[src/rtl/reg_dump_reader.sv]
// reg_dump_reader: walks a register file read port over indices 0..NUM_REGS-1,
// streams each word out on a valid/ready handshake and keeps a running sum.
module reg_dump_reader #(
  parameter int unsigned NUM_REGS = 32,
  parameter int unsigned DATA_W   = 32,
  parameter int unsigned ADDR_W   = 5
) (
  input  logic              CLK,
  input  logic              rst,
  input  logic              start,
  input  logic              abort,
  output logic [ADDR_W-1:0] A1,
  input  logic [DATA_W-1:0] RD1,
  output logic [DATA_W-1:0] out_data,
  output logic [ADDR_W-1:0] out_idx,
  output logic              out_valid,
  input  logic              out_ready,
  output logic              out_last,
  output logic              busy,
  output logic              done,
  output logic [DATA_W-1:0] checksum
);

  localparam logic [1:0] StIdle  = 2'd0;
  localparam logic [1:0] StFetch = 2'd1;
  localparam logic [1:0] StSend  = 2'd2;
  localparam logic [1:0] StDone  = 2'd3;

  localparam logic [ADDR_W-1:0] LastIdx = ADDR_W'(NUM_REGS - 1);

  logic [1:0]        state_q, state_d;
  logic [ADDR_W-1:0] cnt_q, cnt_d;
  logic [DATA_W-1:0] data_q, data_d;
  logic [ADDR_W-1:0] idx_q, idx_d;
  logic              valid_q, valid_d;
  logic              last_q, last_d;
  logic [DATA_W-1:0] ck_q, ck_d;

  // Next-state logic; abort outranks every per-state transition.
  always_comb begin
    state_d = state_q;
    cnt_d   = cnt_q;
    data_d  = data_q;
    idx_d   = idx_q;
    valid_d = valid_q;
    last_d  = last_q;
    ck_d    = ck_q;
    if (abort && (state_q != StIdle)) begin
      // Checksum deliberately keeps its partial value.
      state_d = StIdle;
      cnt_d   = '0;
      valid_d = 1'b0;
      last_d  = 1'b0;
    end else begin
      case (state_q)
        StIdle: begin
          if (start) begin
            cnt_d   = '0;
            ck_d    = '0;
            state_d = StFetch;
          end
        end
        StFetch: begin
          data_d  = RD1;
          idx_d   = cnt_q;
          last_d  = (cnt_q == LastIdx);
          valid_d = 1'b1;
          ck_d    = ck_q + RD1;
          state_d = StSend;
        end
        StSend: begin
          if (out_ready) begin
            valid_d = 1'b0;
            if (last_q) begin
              state_d = StDone;
            end else begin
              cnt_d   = cnt_q + 1'b1;
              state_d = StFetch;
            end
          end
        end
        StDone: begin
          // Return the read address to 0 for IDLE.
          cnt_d   = '0;
          state_d = StIdle;
        end
        default: begin
          state_d = StIdle;
          cnt_d   = '0;
          valid_d = 1'b0;
          last_d  = 1'b0;
        end
      endcase
    end
  end

  // State registers with asynchronous active-low clear.
  always_ff @(posedge CLK or negedge rst) begin
    if (!rst) begin
      state_q <= StIdle;
      cnt_q   <= '0;
      data_q  <= '0;
      idx_q   <= '0;
      valid_q <= 1'b0;
      last_q  <= 1'b0;
      ck_q    <= '0;
    end else begin
      state_q <= state_d;
      cnt_q   <= cnt_d;
      data_q  <= data_d;
      idx_q   <= idx_d;
      valid_q <= valid_d;
      last_q  <= last_d;
      ck_q    <= ck_d;
    end
  end

  // Outputs; done is masked by abort so an aborted DONE cycle shows no pulse.
  always_comb begin
    A1        = cnt_q;
    out_data  = data_q;
    out_idx   = idx_q;
    out_valid = valid_q;
    out_last  = last_q;
    checksum  = ck_q;
    busy      = (state_q != StIdle);
    done      = (state_q == StDone) && !abort;
  end

endmodule

[config.mk]
export PLATFORM = sky130hd
export DESIGN_NAME = reg_dump_reader
export DESIGN_NICKNAME = d
export VERILOG_FILES = /design/src/rtl/reg_dump_reader.sv
export SDC_FILE = /design/constraint.sdc
export NUM_CORES = 1
export LEC_CHECK = 0
export ABC_AREA = 0
export BUFFER_PORTS_ARGS = -buffer_cell sky130_fd_sc_hd__buf_2
export CORE_ASPECT_RATIO = 0.7
export CORE_UTILIZATION = 45
export CTS_CLUSTER_SIZE = 10
export DETAILED_ROUTE_END_ITERATION = 7
export GPL_ROUTABILITY_DRIVEN = 0
export HOLD_SLACK_MARGIN = 0.05
export PLACE_DENSITY = 0.69
export SLEW_MARGIN = 20
export SYNTH_ARGS = -nofsm -noshare
export SYNTH_HDL_FRONTEND = slang
export SYNTH_SLANG_ARGS = --single-unit
[constraint.sdc]
create_clock -name CLK -period 2.81 [get_ports CLK]
set_input_delay 0.1405 -clock CLK [delete_from_list [all_inputs] [get_ports CLK]]
set_output_delay 0.1405 -clock CLK [all_outputs]
set_load 0.005 [all_outputs]
== Word level (Yosys, flattened, before mapping) ==
Cells that the tools add are included.

* Add/sub/neg operators: 2
* Multiply operators: 0
* Div/mod/pow operators: 0
* $lt $le $gt $ge: 0
* Equality and inequality tests: 8
* Shift-type cells: 0
* Multiplexer cells: 17
* Bitwise gates (word level): 1
* Reductions and logical operators: 14

{| class="wikitable"
|+ Operators by type and width
! cell !! count
|-
| 32-bit case mux with 2 select lines || 1
|-
| 32-bit adder || 1
|-
| 32-bit 2-to-1 mux || 1
|-
| 5-bit 2-to-1 mux || 4
|-
| 5-bit case mux with 3 select lines || 1
|-
| 3-bit inequality test (second input constant) || 3
|-
| 2-bit 2-to-1 mux || 4
|-
| 2-bit case mux with 4 select lines || 1
|-
| 2-bit AND reduction || 3
|-
| 2-bit nonzero test || 3
|-
| 5-bit by 1-bit adder with 5-bit output (second input constant) || 1
|-
| 5-bit == test (second input constant) || 1
|-
| 2-bit == test (second input constant) || 2
|-
| 1-bit 2-to-1 mux || 4
|-
| 4-bit AND reduction || 1
|-
| 4-bit nonzero test || 1
|-
| 3-bit AND reduction || 1
|-
| 3-bit nonzero test || 1
|-
| 2-bit by 1-bit == test with 1-bit output (second input constant) || 1
|-
| 1-bit logical AND || 2
|-
| 2-bit zero test || 1
|-
| 2-bit inequality test (second input constant) || 1
|-
| 1-bit case mux with 2 select lines || 1
|-
| 1-bit zero test || 1
|-
| 1-bit NOT || 1
|}

* Bits in registers: 78
* Bits in latches: 0
* RAM bits: 0
* Bits in read-only memories: 0
* Output and inout port bits: 78
* Memories: 0

== Depth between registers and ports, before layout ==
Gate-level depths: netlist of run 1.

* Depth in word-level cells: 5
* Mapped depth: 11
* Depth with buffers taken out: 11

== Worst setup path after synthesis of run 1 ==
No wires, ideal clock.

* Path type: register -> register
* Start: register ck_q[0], in the netlist checksum[0]
* End: register ck_q[30], in the netlist checksum[30]
* Arrival time: 2.405 ns
* Slack: 0.259 ns
* Stages on the path, launching flop included: 12
* Path buffers: 0
* Period minus slack after synthesis: 2.551 ns
* Path through: dfrtp_1 ha_1 inv_1 fa_1 and2b_1 o31ai_2 a211oi_2 o211ai_2 a31o_4 o21ai_0 mux2i_1 o311ai_0

* Word-level cells in the longest chain between the ends: 2

{| class="wikitable"
|+ RTL lines
! item !! line !! source
|-
| start: declaration || 37 || <nowiki>logic [DATA_W-1:0] ck_q, ck_d;</nowiki>
|-
| start signal: assignment || 114 || <nowiki>ck_q <= ck_d;</nowiki>
|-
| 32-bit adder || 68 || <nowiki>ck_d = ck_q + RD1;</nowiki>
|-
| 32-bit case mux with 2 select lines || 55 || <nowiki>case (state_q)</nowiki>
|}

Every way passes these cells.
A chain may end at the register's enable or synchronous reset.

== Final worst setup path of run 1 ==
Same ends and word-level chain as after synthesis.

==> impl_metrics.ini, run 1 <==
[cells_and_area]
drive_gt1_share_pct = 23.2
stdcell_area_um2 = 6180
n_antenna_cell = 0
fin_util_pct = 59.7
nets = 770
area_growth_pct = 29.3

[critical_path]
worst-path-buf-inv = 1
critical-path-max-stage-delay_ns = 0.36
arrival_ns = 2.86
path_delay_family = compound AO/OA/AOI/OAI gates
criticalPathCategory = reg2reg
critPathCaptureType = flop
critPathSlowestCell = dfrtp_1
cp_max_fo = 6
cp-start-kind = flop
cp_cell_sequence = ha_2, inv_1, fa_1, and2b_2, o31ai_2, a211oi_2, o211ai_2, a31o_4, o21ai_1, mux2i_1, o311ai_0
required_ns = 3.01

[sta]
max-slew-margin-rel_pct = 51.9
fmax_mhz = 376
rsz0062_at_grt = true
tightest_slew_ns = 0.721
skew_ns = 0.00545
period_share_pct = 94.7
report.final.slew_viol_count = 0
hold_viol_final = 0
period_needed_ns = 2.66
setup_viol = 0

[place]
place_area_um2 = 5510
dp_hpwl_um = 8750
io_buffers = 114

[clock_network]
clkSinkCount = 78
clockBufferDepth = 2
cts_tree = yes
h-tree-depth = 3
cts-root-buf = clkbuf_16
clk_latency_ns = 0.34
cts_buffers = 9
clkTransAtPathRegs_ns = 0.06

[yosys]
synth_common_cells = nand2_1, dfrtp_1, o21ai_0
synth_cells = 555
syn_area_um2 = 4780
yosysTopAreaCell = dfrtp_1
synth-seq-area-share_pct = 40.8
synth_simple_gate_area_share_pct = 22.5
yosysUniqueCellTypes = 64
synthAdderAreaFrac_pct = 9.05
yosysWarnings = 0
synth_top_area_share_pct = 40.8
synth_edf_count = 0
synth_fp_nets = 626
synthFlopType = dfrtp_1
synth_compound_area_share_pct = 20.3
synth.most_common_cell = nand2_1
ys_ff_latch = 78
synthMuxAreaShare_pct = 0.863
synth_top_family_by_area = simple AND/OR/NAND/NOR gates
synth_xor_area_share_pct = 4.03
avgSynthCellArea_um2 = 8.62
synth.area.top_cells = dfrtp_1, nand2_1, ha_1
async_flop_share_pct = 100

[flow_run]
maxCapViolCount = 0

[status]
violations = design-rule violations
outcome = complete, but fails checks

[pwr]
ir_drop_v = 0.000508
pwr_density_cell_nw_per_um2 = 893
leakagePower_uw = 0.00326

[floorplan]
core_region_area_um2 = 10400
die_area_um2 = 11100
die_x_um = 125
die_y_um = 88.3
ios = 115
fp-row-count = 31
initial_core_util_pct = 46.2

[drt]
drt_iter0_drc = 276
totalWireLength_um = 12500
drtAntennaViolNets = 0
via_count = 4535
vias_per_cell = 5.42
wl_per_cell_um = 15.0
remaining_drc_errors = 16
firstDrtPassIters = 8

[global_routing]
grt_max_degree = 79
grt_pass1_wl_um = 20600
track_usage_pct = 23.2
overflow = 0
grt_pass1_vias = 4374
antenna_found_initial = 0

[hold_path]
min_path_type = in2reg
sequential cells by signal (all words and copies together), names as in the netlist:
name       cells
state_q        2
out_data      32
out_last       1
out_valid      1
out_idx        5
checksum      32
A1             5
cells in the final DEF, fill, tap and decap left out, types with 4 or more instances in the layout:
cell           synthesis  routed
dlygate4sd3_1          0      31
a211oi_1               6       6
buf_4                  0       9
nand2b_1               6       5
inv_1                 10      10
nor3_1                 6       6
clkbuf_16              0       9
ha_1                  33      32
and2_1                 7       7
nand2_1              159     159
o21ai_1                4       6
dfrtp_1               78      78
o21a_1                 7       7
o21ai_0               40      38
xnor2_1                7       7
buf_2                  2     113
nand3_1                9       9
and3_1                 4       4
nor3b_1                4       4
nor2_1                25      24
a21oi_1               26      26
a21o_1                16      16
nor2b_1                5       5
xor2_1                15      15
through the flow:
step	hold slack [ns]	setup TNS (ns)	worst slack [ns]	total power, µW	instances
6_report	0.0639	0	0.150	5520	836
5_1_grt	0.0753	-0.0724	-0.0373	5920	836
4_1_cts	0.0585	0	0.0106	5500	836
3_5_place_dp	0.360	-0.00226	-0.00226	4160	788
3_3_place_gp	0.359	0	0.133	4070	788
2_1_floorplan	-0.155	0	0.259	3340	555
logic make-up (layout without fill, tap and decap cells):
| logic type | after synthesis | count (layout) |
|---|---|---|
| buf+inv | 31 | 180 |
| xor+xnor | 22 | 22 |
| simple gates | 244 | 244 |
| compound gates | 142 | 142 |
| fa+ha+maj | 34 | 34 |
| flops | 78 | 78 |
| mux | 4 | 4 |
worst paths after layout:
kind | from | endpoint | slack (ns) | cells after the start
max | checksum[0]$_DFFE_PN0P_ | checksum[30]$_DFFE_PN0P_ | 0.15 | 11
min | out_ready | state_q[0]$_DFFE_PN0P_ | 0.06 | 3
max reg2reg | checksum[0]$_DFFE_PN0P_ | checksum[30]$_DFFE_PN0P_ | 0.15 | 11
min reg2reg | out_idx[1]$_DFFE_PN0P_ | out_idx[1]$_DFFE_PN0P_ | 0.47 | 2
max in group asynchronous | rst | checksum[16]$_DFFE_PN0P_ | 1.91 | 2
min in group asynchronous | rst | out_idx[0]$_DFFE_PN0P_ | 0.42 | 2
what timing repair did:
action,4_1_cts,5_1_grt
cloned,0,0
hold endpoints to repair,108,0
gates resized for setup,0,7
setup endpoints to repair,1,5
hold buffers,31,0
buffers inserted,1,0
pin swaps,1,1
report_power, final:
part           leakage (µW)  total, µW  switching, µW  internal [µW]
registers           0.00101       1710            243           1470
logic               0.00209       2530           1400           1130
clock network      0.000154       1280            477            799
worst reg2reg max path, delay by kind of cell (launching register included):
kind | cells | cell delay (ns)
DFF | 1 | 0.36
buffers and inverters | 1 | 0.05
adders and majority gates | 2 | 0.57
and+or+nand+nor | 1 | 0.25
muxes | 1 | 0.20
AOI/OAI and AO/OA | 6 | 1.08
metal layers:
layer	global-route usage [%]	up-vias	wire (µm)
met2	38.6	154	5670
met1	30.5	2147	6090
li1	-	2220	-
met4	7.54	0	140
met5	0	-	0
met3	5.32	14	618
cell type report:
| type | instances | area [µm²] |
|---|---|---|
| flip-flops and latches | 78 | 1950 |
| multi-input cells | 446 | 2750 |
| inverters | 10 | 37.5 |
| well taps | 132 | 165 |
| clock inverters | 6 | 85.1 |
| clock buffers | 10 | 239 |
| repair buffers | 154 | 955 |
| fillers | 898 | 4170 |
Power figures use the tool's default switching activity.
==> inputs of run 2 (changes only) <==
--- a/config.mk
+++ b/config.mk
@@ -8,12 +8,12 @@
 export ABC_AREA = 0
 export BUFFER_PORTS_ARGS = -buffer_cell sky130_fd_sc_hd__buf_2
 export CORE_ASPECT_RATIO = 0.7
-export CORE_UTILIZATION = 45
+export CORE_UTILIZATION = 54
 export CTS_CLUSTER_SIZE = 10
 export DETAILED_ROUTE_END_ITERATION = 7
 export GPL_ROUTABILITY_DRIVEN = 0
 export HOLD_SLACK_MARGIN = 0.05
-export PLACE_DENSITY = 0.69
+export PLACE_DENSITY_LB_ADDON = 0.05
 export SLEW_MARGIN = 20
 export SYNTH_ARGS = -nofsm -noshare
 export SYNTH_HDL_FRONTEND = slang
==> run 2 against run 1 <==
Compared with the run above: the run now ends clean; clock power decreased by 5%; register-to-register slack got worse by 0.03 ns; hold slack better by 0.014 ns; cell area shrank 0.38%; utilization rose by 13 points; wire length down 3.0%; final cell count decreased by 1.7%; global-route usage rose by 4.0 points; sequential power about the same; worst setup slack lost 0.054 ns; non-clock buffer count stayed put; sequential share of layout area rose by 0.12 points.
==> impl_metrics.ini, run 2 (synthesis gave the netlist of run 1 again) <==
[drt]
wl_per_cell_um = 14.8
firstDrtPassIters = 4
via_count = 4507
drt_iter0_drc = 172
vias_per_cell = 5.48
drtAntennaViolNets = 0
remaining_drc_errors = 0
totalWireLength_um = 12100

[sta]
tightest_slew_ns = 0.727
hold_viol_final = 0
report.final.slew_viol_count = 0
period_needed_ns = 2.71
max-slew-margin-rel_pct = 51.5
rsz0062_at_grt = true
skew_ns = 0.00878
setup_viol = 0
period_share_pct = 96.6
fmax_mhz = 368

[critical_path]
critPathSlowestCell = dlygate4sd3_1
cp_max_fo = 6
ff2ff_path_depth = 11
worst-path-buf-inv = 2
criticalPathCategory = in2reg
critical-path-max-stage-delay_ns = 0.56
required_ns = 3.08
cp_cell_sequence = dlygate4sd3_1, buf_2, ha_1, and3_1, nor3b_1, a21oi_4, o21ai_2, a21oi_1, or4b_1, nand3_1
path_delay_family = simple AND/OR/NAND/NOR gates
cp-start-kind = input pin
path_depth = 10
arrival_ns = 2.98
critPathCaptureType = flop

[cells_and_area]
fill_cells = 677
nets = 770
stdcell_area_um2 = 6160
fin_util_pct = 72.4
final_cell_mix = nand2_1, buf_2, dfrtp_1
final_common_cell = nand2_1
n_antenna_cell = 0
drive_gt1_share_pct = 23.2
area_growth_pct = 28.8

[place]
place_area_um2 = 5490
dp_hpwl_um = 8140
io_buffers = 114

[pwr]
pwr_density_cell_nw_per_um2 = 885
ir_drop_v = 0.000456
leakagePower_uw = 0.00326

[hold_path]
min_path_cells = 3
min_path_type = in2reg

[clock_network]
cts-root-buf = clkbuf_16
cts_buffers = 9
cts_tree = yes
h-tree-depth = 3
clkSinkCount = 78
clockBufferDepth = 2
clk_latency_ns = 0.33
clkTransAtPathRegs_ns = 0.06

[status]
outcome = finished clean

[global_routing]
track_usage_pct = 27.2
antenna_found_initial = 0
grt_max_degree = 79
grt_pass1_wl_um = 19900
grt_pass1_vias = 4200
overflow = 0

[floorplan]
core_region_area_um2 = 8510
fp-row-count = 28
die_x_um = 114
die_area_um2 = 9240
initial_core_util_pct = 56.2
ios = 115
die_y_um = 80.7

[flow_run]
maxCapViolCount = 0
-- run 2: cell count changes in the layout (fill, tap and decap cells not counted), sizes merged --
cell,delta
buf,+1
clkinvlp,-2
dlygate4sd3,-1
-- run 2: layout make-up --
cell class | count | area (µm²) | share of cell area [%]
Timing Repair Buffer | 154 | 952 | 15.5
Multi-Input combinational cell | 446 | 2770 | 44.9
Sequential cell | 78 | 1950 | 31.7
Clock buffer | 10 | 229 | 3.72
Inverter | 10 | 37.5 | 0.609
Tap cell | 120 | 150 | 2.44
Clock inverter | 4 | 73.8 | 1.20
-- run 2: report_power, final --
group | internal [µW] | leakage [µW] | total, µW | switching, µW
combinational | 1140 | 0.00210 | 2530 | 1390
clock | 768 | 0.000148 | 1210 | 444
sequential | 1470 | 0.00101 | 1710 | 239
total | 3370 | 0.00326 | 5450 | 2080
-- run 2: timing repair --
action,4_1_cts,5_1_grt
setup endpoints to repair,0,9
endpoints found under the hold margin,107,0
hold buffers,30,0
buffers inserted,0,3
gates resized for setup,0,10
-- run 2: worst paths after layout --
check	from	to	slack, ns
min in group asynchronous	rst	out_idx[0]$_DFFE_PN0P_	0.44
worst max-delay path	RD1[12]	checksum[25]$_DFFE_PN0P_	0.1
worst min register to register	out_data[11]$_DFFE_PN0P_	out_data[11]$_DFFE_PN0P_	0.47
worst min-delay path	out_ready	state_q[0]$_DFFE_PN0P_	0.08
worst max register to register	checksum[0]$_DFFE_PN0P_	checksum[24]$_DFFE_PN0P_	0.12
max in group asynchronous	rst	checksum[16]$_DFFE_PN0P_	1.88
-- run 2: metal layers --
| layer | part of all wire, % | GRT usage, % | wire (µm) | up-vias |
|---|---|---|---|---|
| met5 | 0 | 0 | 0 | - |
| met4 | 0.64 | 8.70 | 78 | 0 |
| li1 | - | - | - | 2228 |
| met1 | 48 | 36.7 | 5880 | 2157 |
| met2 | 47 | 44.4 | 5670 | 114 |
| met3 | 4.2 | 5.30 | 504 | 8 |
-- run 2: worst reg2reg max path, delay by kind of cell, from the launching register on --
kind	cells	cell delay, ns
compound gates	6	1.20
flops	1	0.37
simple gates	1	0.26
buf+inv	1	0.05
fa+ha+maj	2	0.53
xor+xnor	1	0.14
-- run 2: through the flow --
stage | worst slack (ns) | hold slack [ns] | TNS, ns | std cells | total power (µW)
finish | 0.0959 | 0.0776 | 0 | 822 | 5450
global placement | 0.160 | 0.356 | 0 | 775 | 4050
detailed placement | 0.0306 | 0.357 | 0 | 775 | 4120
floorplan | 0.259 | -0.155 | 0 | 555 | 3340
global route | -0.0425 | 0.105 | -0.0501 | 822 | 5850
CTS | 0.0133 | 0.0639 | 0 | 819 | 5400
==> inputs of run 3 (changes only) <==
--- a/config.mk
+++ b/config.mk
@@ -8,7 +8,8 @@
 export ABC_AREA = 0
 export BUFFER_PORTS_ARGS = -buffer_cell sky130_fd_sc_hd__buf_2
 export CORE_ASPECT_RATIO = 0.7
-export CORE_UTILIZATION = 54
+export CORE_UTILIZATION = 56
+export CTS_BUF_LIST = sky130_fd_sc_hd__clkbuf_4 sky130_fd_sc_hd__clkbuf_8
 export CTS_CLUSTER_SIZE = 10
 export DETAILED_ROUTE_END_ITERATION = 7
 export GPL_ROUTABILITY_DRIVEN = 0
==> run 3 against run 2 <==
Compared with the run above: hold slack got worse by 0.025 ns; flip-flop and latch count unchanged; utilization increased by 2.6 points; maximum frequency decreased by 0.46%; worst setup slack got worse by 0.013 ns; first-iteration DRC count increased by 41%; global-route usage increased by 1.8 points; register-to-register slack got worse by 0.02 ns; critical endpoint is now checksum[21]$_DFFE_PN0P_; largest cell class unchanged.
==> impl_metrics.ini, run 3 (synthesis gave the netlist of run 1 again) <==
[critical_path]
r2r_setup_slack_ns = 0.10
path_depth = 11
startpoint = RD1[2]
ff2ff_path_depth = 9
critPathSlowestCell = dlygate4sd3_1
required_ns = 3.04
r2r_end = checksum[21]$_DFFE_PN0P_
cp_cell_sequence = dlygate4sd3_1, buf_2, ha_1, o21a_1, a2111oi_2, nor2_2, a211oi_2, o31ai_2, o41ai_2, xor2_1, o21ai_1
cp-start-kind = input pin
path_delay_family = compound AO/OA/AOI/OAI gates
arrival_ns = 2.96
critical-path-max-stage-delay_ns = 0.53
worst-path-buf-inv = 2
criticalPathCategory = in2reg
crit_end = checksum[21]$_DFFE_PN0P_
rr_startpoint = checksum[1]$_DFFE_PN0P_
critPathCaptureType = flop
cp_max_fo = 5

[drt]
via_count = 4500
totalWireLength_um = 12400
drt_iter0_drc = 243
firstDrtPassIters = 4
vias_per_cell = 5.59
wl_per_cell_um = 15.4
remaining_drc_errors = 0
drtAntennaViolNets = 0

[sta]
setup_viol = 0
report.final.slew_viol_count = 0
max-slew-margin-rel_pct = 37.7
tightest_slew_ns = 0.934
skew_ns = 0.0100
fmax_mhz = 367
period_share_pct = 97.0
period_needed_ns = 2.73
whs_ns = 0.0528
tns_ns = 0
rsz0062_at_grt = true
hold_viol_final = 0

[floorplan]
die_y_um = 79.3
core_region_area_um2 = 8070
die_area_um2 = 8920
fp-row-count = 27
initial_core_util_pct = 59.2
ios = 115
die_x_um = 112

[cells_and_area]
drive_gt1_share_pct = 23.3
nets = 770
final_cells = 805
final_common_cell = nand2_1
n_antenna_cell = 0
fill_cells = 631
area_growth_pct = 26.5
final_cell_mix = nand2_1, buf_2, dfrtp_1

[clock_network]
clkSinkCount = 78
cts_buffers = 9
cts-root-buf = clkbuf_8
clockBufferDepth = 2
h-tree-depth = 3
clkTransAtPathRegs_ns = 0.08
cts_tree = yes
cts_setup_buffers = 0
clk_latency_ns = 0.37

[global_routing]
grt_pass1_wl_um = 20200
track_usage_pct = 29.0
overflow = 0
antenna_found_initial = 0
grt_max_degree = 79
grt_pass1_vias = 4230

[hold_path]
min_path_type = in2reg

[pwr]
ir_drop_v = 0.000540
leakagePower_uw = 0.00322
power_uw = 5160
pwr_density_cell_nw_per_um2 = 853

[place]
dp_hpwl_um = 8630
placed_cells_incl_taps = 757
io_buffers = 114

[flow_run]
maxCapViolCount = 0

[status]
outcome = finished clean
==> run 3: cell count changes in the layout (fill, tap and decap cells not counted), sizes merged <==
cell         previous run  this run
buf                   124       123
dlygate4sd3            30        31
clkinvlp                0         2
==> run 3: how the worst min path moves through the flow <==
stage | startpoint | to | depth (start not counted)
2_1_floorplan | rst | A1[0]$_DFFE_PN0P_ | 0
3_3_place_gp | RD1[23] | out_data[23]$_DFFE_PN0P_ | 3
3_5_place_dp | RD1[13] | out_data[13]$_DFFE_PN0P_ | 3
4_1_cts | out_ready | state_q[0]$_DFFE_PN0P_ | 3
5_1_grt | out_ready | state_q[0]$_DFFE_PN0P_ | 3
6_report | out_ready | state_q[0]$_DFFE_PN0P_ | 3
==> run 3: cell type report <==
class / instances / area [µm²] / area share [%]
multi-input combinational: 446 / 2740 / 45.3
sequential: 78 / 1950 / 32.3
timing repair buffer: 154 / 971 / 16.0
clock buffer: 10 / 138 / 2.28
tap: 101 / 126 / 2.09
clock inverter: 6 / 85.1 / 1.41
inverter: 10 / 37.5 / 0.620
==> run 3: what timing repair did <==
action                                  4_1_cts  5_1_grt
gates resized for setup                       0        5
hold buffers                                 31        0
endpoints found under the setup margin        0        4
hold endpoints to repair                    108        0
==> run 3: report_power, final <==
| group | internal (µW) | switching, µW | total [µW] |
|---|---|---|---|
| logic | 1120 | 1380 | 2500 |
| clock network | 521 | 427 | 947 |
| registers | 1470 | 242 | 1710 |
| total | 3110 | 2050 | 5160 |
==> run 3: tightest hold or removal path: stages <==
cell and delay, ns:
buf_2 0.09, a21oi_1 0.05, nor2_1 0.10
==> run 3: metrics by stage <==
stage / setup WS [ns] / utilization [%] / area [µm²]
after detailed placement: 0.0326 / 67.8 / 5480
after global placement: 0.205 / 67.8 / 5480
final: 0.0833 / 74.9 / 6050
after global routing: -0.0398 / 74.9 / 6050
after CTS: 0.0239 / 74.4 / 6010
after floorplan: 0.259 / - / 4780
==> run 3: metal layers <==
layer / track usage (%) / vias to the layer above / wire length (µm)
met1: 37.2 / 2138 / 5680
met3: 5.57 / 17 / 505
met5: 0 / - / 0
met2: 50.1 / 119 / 6040
met4: 8.40 / 0 / 172
li1: - / 2226 / -
